`src/rtl/run_counter.sv`:
```
// run_counter: programmable-length run counter with stall, abort,
// continuous restart, completed-run counter and illegal-length rejection.
module run_counter #(
  parameter  int unsigned MAX_COUNT = 16,
  parameter  int unsigned ITER_W    = 8,
  localparam int unsigned CNT_W     = $clog2(MAX_COUNT + 1)
) (
  input  logic              clk,
  input  logic              rst,
  input  logic              start_i,
  input  logic [CNT_W-1:0]  len_i,
  input  logic              mode_i,
  input  logic              en_i,
  input  logic              abort_i,
  output logic              busy_o,
  output logic [CNT_W-1:0]  cnt_o,
  output logic              last_o,
  output logic              done_o,
  output logic              err_o,
  output logic [ITER_W-1:0] iter_o
);

  typedef enum logic [1:0] {
    S_IDLE = 2'd0,
    S_RUN  = 2'd1,
    S_DONE = 2'd2
  } state_t;

  state_t              r_state;
  logic [CNT_W-1:0]    r_cnt;
  logic [CNT_W-1:0]    r_len;
  logic                r_mode;
  logic [ITER_W-1:0]   r_iter;
  logic                r_err;
  logic                r_busy;
  logic                r_done;
  logic                r_last;

  state_t              w_state_nxt;
  logic [CNT_W-1:0]    w_cnt_nxt;
  logic [CNT_W-1:0]    w_len_nxt;
  logic                w_mode_nxt;
  logic [ITER_W-1:0]   w_iter_nxt;
  logic                w_err_nxt;
  logic                w_busy_nxt;
  logic                w_done_nxt;
  logic                w_last_nxt;
  logic                w_len_legal;
  logic                w_at_last;

  // Legal length window and end-of-run detect on the latched length
  always_comb begin
    w_len_legal = (len_i != '0) && (len_i <= CNT_W'(MAX_COUNT));
    w_at_last   = (r_cnt == (r_len - CNT_W'(1)));
  end

  // Next-state, datapath and registered-output decode
  always_comb begin
    w_state_nxt = r_state;
    w_cnt_nxt   = r_cnt;
    w_len_nxt   = r_len;
    w_mode_nxt  = r_mode;
    w_iter_nxt  = r_iter;
    w_err_nxt   = 1'b0;

    unique case (r_state)
      S_IDLE: begin
        w_cnt_nxt = '0;
        if (start_i) begin
          if (w_len_legal) begin
            w_len_nxt   = len_i;
            w_mode_nxt  = mode_i;
            w_iter_nxt  = '0;
            w_state_nxt = S_RUN;
          end else begin
            w_err_nxt = 1'b1;
          end
        end
      end
      S_RUN: begin
        // Abort wins over completion
        if (abort_i) begin
          w_state_nxt = S_IDLE;
          w_cnt_nxt   = '0;
        end else if (en_i) begin
          if (w_at_last) begin
            w_state_nxt = S_DONE;
            w_cnt_nxt   = '0;
            w_iter_nxt  = r_iter + ITER_W'(1);
          end else begin
            w_cnt_nxt = r_cnt + CNT_W'(1);
          end
        end
      end
      S_DONE: begin
        w_cnt_nxt = '0;
        if (abort_i) begin
          w_state_nxt = S_IDLE;
        end else if (r_mode) begin
          w_state_nxt = S_RUN;
        end else begin
          w_state_nxt = S_IDLE;
        end
      end
      default: begin
        w_state_nxt = S_IDLE;
        w_cnt_nxt   = '0;
      end
    endcase

    w_busy_nxt = (w_state_nxt != S_IDLE);
    w_done_nxt = (w_state_nxt == S_DONE);
    w_last_nxt = (w_state_nxt == S_RUN) && (w_cnt_nxt == (w_len_nxt - CNT_W'(1)));
  end

  // State, datapath and output registers with synchronous reset
  always_ff @(posedge clk) begin
    if (rst) begin
      r_state <= S_IDLE;
      r_cnt   <= '0;
      r_len   <= '0;
      r_mode  <= 1'b0;
      r_iter  <= '0;
      r_err   <= 1'b0;
      r_busy  <= 1'b0;
      r_done  <= 1'b0;
      r_last  <= 1'b0;
    end else begin
      r_state <= w_state_nxt;
      r_cnt   <= w_cnt_nxt;
      r_len   <= w_len_nxt;
      r_mode  <= w_mode_nxt;
      r_iter  <= w_iter_nxt;
      r_err   <= w_err_nxt;
      r_busy  <= w_busy_nxt;
      r_done  <= w_done_nxt;
      r_last  <= w_last_nxt;
    end
  end

  assign busy_o = r_busy;
  assign cnt_o  = r_cnt;
  assign last_o = r_last;
  assign done_o = r_done;
  assign err_o  = r_err;
  assign iter_o = r_iter;

endmodule

```
`config.mk`:
```
export PLATFORM = sky130hd
export DESIGN_NAME = run_counter
export DESIGN_NICKNAME = d
export VERILOG_FILES = /design/src/rtl/run_counter.sv
export SDC_FILE = /design/constraint.sdc
export NUM_CORES = 1
export LEC_CHECK = 0
export ABC_AREA = 1
export CAP_MARGIN = 20
export CORE_UTILIZATION = 53
export DETAILED_ROUTE_END_ITERATION = 10
export GPL_TIMING_DRIVEN = 0
export PLACE_DENSITY = 0.82
export SYNTH_ARGS = -nofsm -noshare
export SYNTH_HDL_FRONTEND = slang
export SYNTH_SLANG_ARGS = --single-unit
export TNS_END_PERCENT = 50
```
`constraint.sdc`:
```
create_clock -name clk -period 2.3 [get_ports clk]
set_clock_uncertainty 0.1 [all_clocks]
set_input_delay 0.23 -clock clk [delete_from_list [all_inputs] [get_ports clk]]
set_output_delay 0.23 -clock clk [all_outputs]
set_load 0.1 [all_outputs]
```
==> impl_metrics.yaml <==
sta:
  hold_violations: 0
  post-route-period-util_pct: 96.54
  tns_ns: 0
  fmaxAchievable_mhz: 450.4
  period_needed_ns: 2.220
  setup_viol: 0
  rsz0062_at_grt: "no"
  finalMaxSlewViolations: 0
  max_slew_margin_pct: 35.08
  worst_pin_slew_ns: 0.9708
power:
  p_switching_mw: 0.2855
  power_frac_clock_pct: 22.6
  switching_share_pct: 32.59
  power.internal_mw: 0.5906
  vdd_drop_max_mv: 0.4038
  leakage_nw: 0.9325
  seq_power_share_pct: 51.5
  pwr_density_cell_nw_per_um2: 444.6
  pwr-share-comb_pct: 25.9
clock_tree:
  htreeDepth: 1
  path_clk_slew_ns: 0.14
  cts_tree: "built"
  clock_tree.root_cell: "clkbuf_4"
  clock_latency_ns: 0.32
  clockBufferDepth: 2
  cts_buffers: 3
  ctsHoldBuffers: 0
  cts_sinks: 25
synth:
  ys_seq_area_share_pct: 30.44
  yosysWarningCount: 0
  synth_flop_cell: "dfxtp_1"
  synth_edf_count: 0
  synthesis.nets: 261
  async_reset_ff_share_pct: 0
  syn-cell-area_um2: 1644
  ys_ff_latch: 25
  synth_area_per_cell_um2: 6.683
  syn_inst: 246
  synthDistinctLibCells: 27
global_routing:
  grt-ovfl-total: 0
  track_usage_pct: 22.05
  grt_pass1_wl_um: 5844
  grt_pass1_vias: 1369
  grt_max_degree: 15
  antenna_found_initial: 0
detailed_routing:
  drt_first_iter_violations: 81
  num_vias: 1570
  wl_per_cell_um: 10.98
  wirelength_um: 3361
  drcViolationCount: 2
  avgViaCountPerCell: 5.131
  ant_nets: 0
  dr.pass1.iters: 7
flow_run:
  maxCapViolCount: 0
critical_path:
  critPathTopFamily: "buffers and inverters"
  end_kind: "primary output"
  crit_fanout: 5
  worst_setup_path_start_kind: "flop"
  slowest_delay_ns: 1.16
  crit_type: "reg2out"
  cp.arrival_ns: 1.89
  cp.required_ns: 1.97
  crit_path_top_delay_cell: "clkdlybuf4s50_1"
  cp.buffers_inverters: 1
  cp_cell_sequence: "clkdlybuf4s50_1"
worst_hold_path:
  hp-class: "in2reg"
floorplanning:
  die_w_um: 57.70
  coreArea_um2: 2853
  row_count: 19
  die_area_um2: 3329
  die_y_um: 57.70
  start_util_pct: 57.63
  ioPinCount: 28
placed_design:
  placedCellCount: 302
  gp_congestion: 0.8654
  hpwl_um: 2662
  port_buffers: 25
layout:
  antenna_cells: 0
  final_util_pct: 69.08
  area_delta_synth_final_pct: 19.86
  fill_cells: 266
  drive_above_1_share_pct: 14.18
  fin_cells: 306
  final_nets: 291
status:
  status: "finished, violations left"
  violations: "design-rule violations"
==> cell families after synthesis <==
logic type                 after synthesis  share of synthesized area, %
and+or+nand+nor                        152                         45.36
buffers and inverters                   38                         9.665
adders and majority gates                4                         3.044
DFF                                     25                         30.44
xor gates and xnor gates                 9                         4.795
AOI/OAI and AO/OA                       18                         6.697
==> tightest hold or removal path, cell delays in order <==
cell     delay [ns]
buf_2          0.15
a21oi_2        0.08
nand2_1        0.08
nor2_1         0.04
==> cells in the mapped netlist (3+ instances only) <==
master	n	share of area [%]
nor2_1	25	5.7
nor2_2	3	1.1
dfxtp_1	25	30
a21oi_1	9	2.7
nand4_1	12	4.6
ha_1	4	3.0
nand3_1	22	6.7
nor2_4	4	2.7
nand2_1	70	16
inv_2	7	1.6
nand2_4	3	2.1
nand3b_1	3	1.4
nand2_2	6	2.3
a21oi_2	3	1.6
xor2_1	7	3.7
inv_1	26	5.9
==> cell type report <==
| class | instances | area [um2] | area share, % |
|---|---|---|---|
| repair buffers | 25 | 257.7 | 13.08 |
| inverters | 33 | 123.9 | 6.286 |
| flip-flops and latches | 25 | 503.0 | 25.52 |
| plain buffers | 5 | 35.03 | 1.778 |
| clock buffers | 3 | 22.52 | 1.143 |
| well taps | 31 | 38.79 | 1.968 |
| clock inverters | 1 | 5.005 | 0.2540 |
| multi-input cells | 183 | 984.7 | 49.97 |
==> timing repair <==
item                       4_1_cts  5_1_grt
setup buffers                    0        0
gates resized for setup          0        3
setup endpoints to repair        0        3
==> state kept, by name, indices dropped and copies added (netlist names) <==
signal   count
r_len        5
err_o        1
done_o       1
r_mode       1
last_o       1
busy_o       1
iter_o       8
r_state      2
cnt_o        5
==> per-layer routing <==
layer,up-vias,global-route usage [%],part of all wire [%],wire length (um)
li1,839,-,-,-
met1,685,30.52,48,1605
met2,42,36.71,46,1544
met3,4,4.688,5.3,179
met4,0,2.721,0.92,31
met5,-,0,0,0
==> layout by cell type (no fill, tap or decap), types with 2 or more instances in the layout <==
cell | synthesis | final
a21oi_1 | 9 | 9
a21oi_2 | 3 | 3
buf_6 | 2 | 2
clkbuf_1 | 2 | 2
clkbuf_4 | 0 | 3
clkdlybuf4s50_1 | 0 | 22
dfxtp_1 | 25 | 23
dfxtp_2 | 0 | 2
dlymetal6s2s_1 | 0 | 3
ha_1 | 4 | 4
inv_1 | 26 | 26
inv_2 | 7 | 7
nand2_1 | 70 | 70
nand2_2 | 6 | 6
nand2_4 | 3 | 3
nand3_1 | 22 | 22
nand3_4 | 2 | 2
nand3b_1 | 3 | 3
nand4_1 | 12 | 12
nor2_1 | 25 | 25
nor2_2 | 3 | 3
nor2_4 | 4 | 4
o21ai_1 | 2 | 2
o21ai_2 | 2 | 2
xnor2_1 | 2 | 2
xor2_1 | 7 | 7
==> power by group through the flow <==
stage	clock (mW)	combinational, mW	sequential [mW]
after floorplan	0	0.155	0.477
after global placement	0	0.221	0.461
after detailed placement	0	0.225	0.461
after CTS	0.199	0.226	0.451
after global routing	0.223	0.254	0.453
final	0.198	0.227	0.451
==> metrics by stage <==
step | power [mW] | setup slack [ns] | hold slack (ns) | instance area, um2
after global routing | 0.9305 | 0.006070 | 0.2078 | 1971
after CTS | 0.8763 | 0.01436 | 0.1800 | 1963
after global placement | 0.6817 | -0.04071 | 0.3420 | 1936
after detailed placement | 0.6860 | -0.06801 | 0.3414 | 1936
after floorplan | 0.6324 | 0.06441 | 0.2851 | 1647
final | 0.8761 | 0.07967 | 0.1765 | 1971
==> final timing paths <==
path                   from         to  slack [ns]  cells past startpoint
setup / recovery  iter_o[0]  iter_o[0]        0.08                      1
hold reg to reg      r_mode     r_mode        0.36                      2
hold / removal         en_i   cnt_o[1]        0.18                      4
setup reg to reg   r_len[0]  iter_o[5]        0.24                     11
No activity file was read; power rests on OpenSTA's default activity.
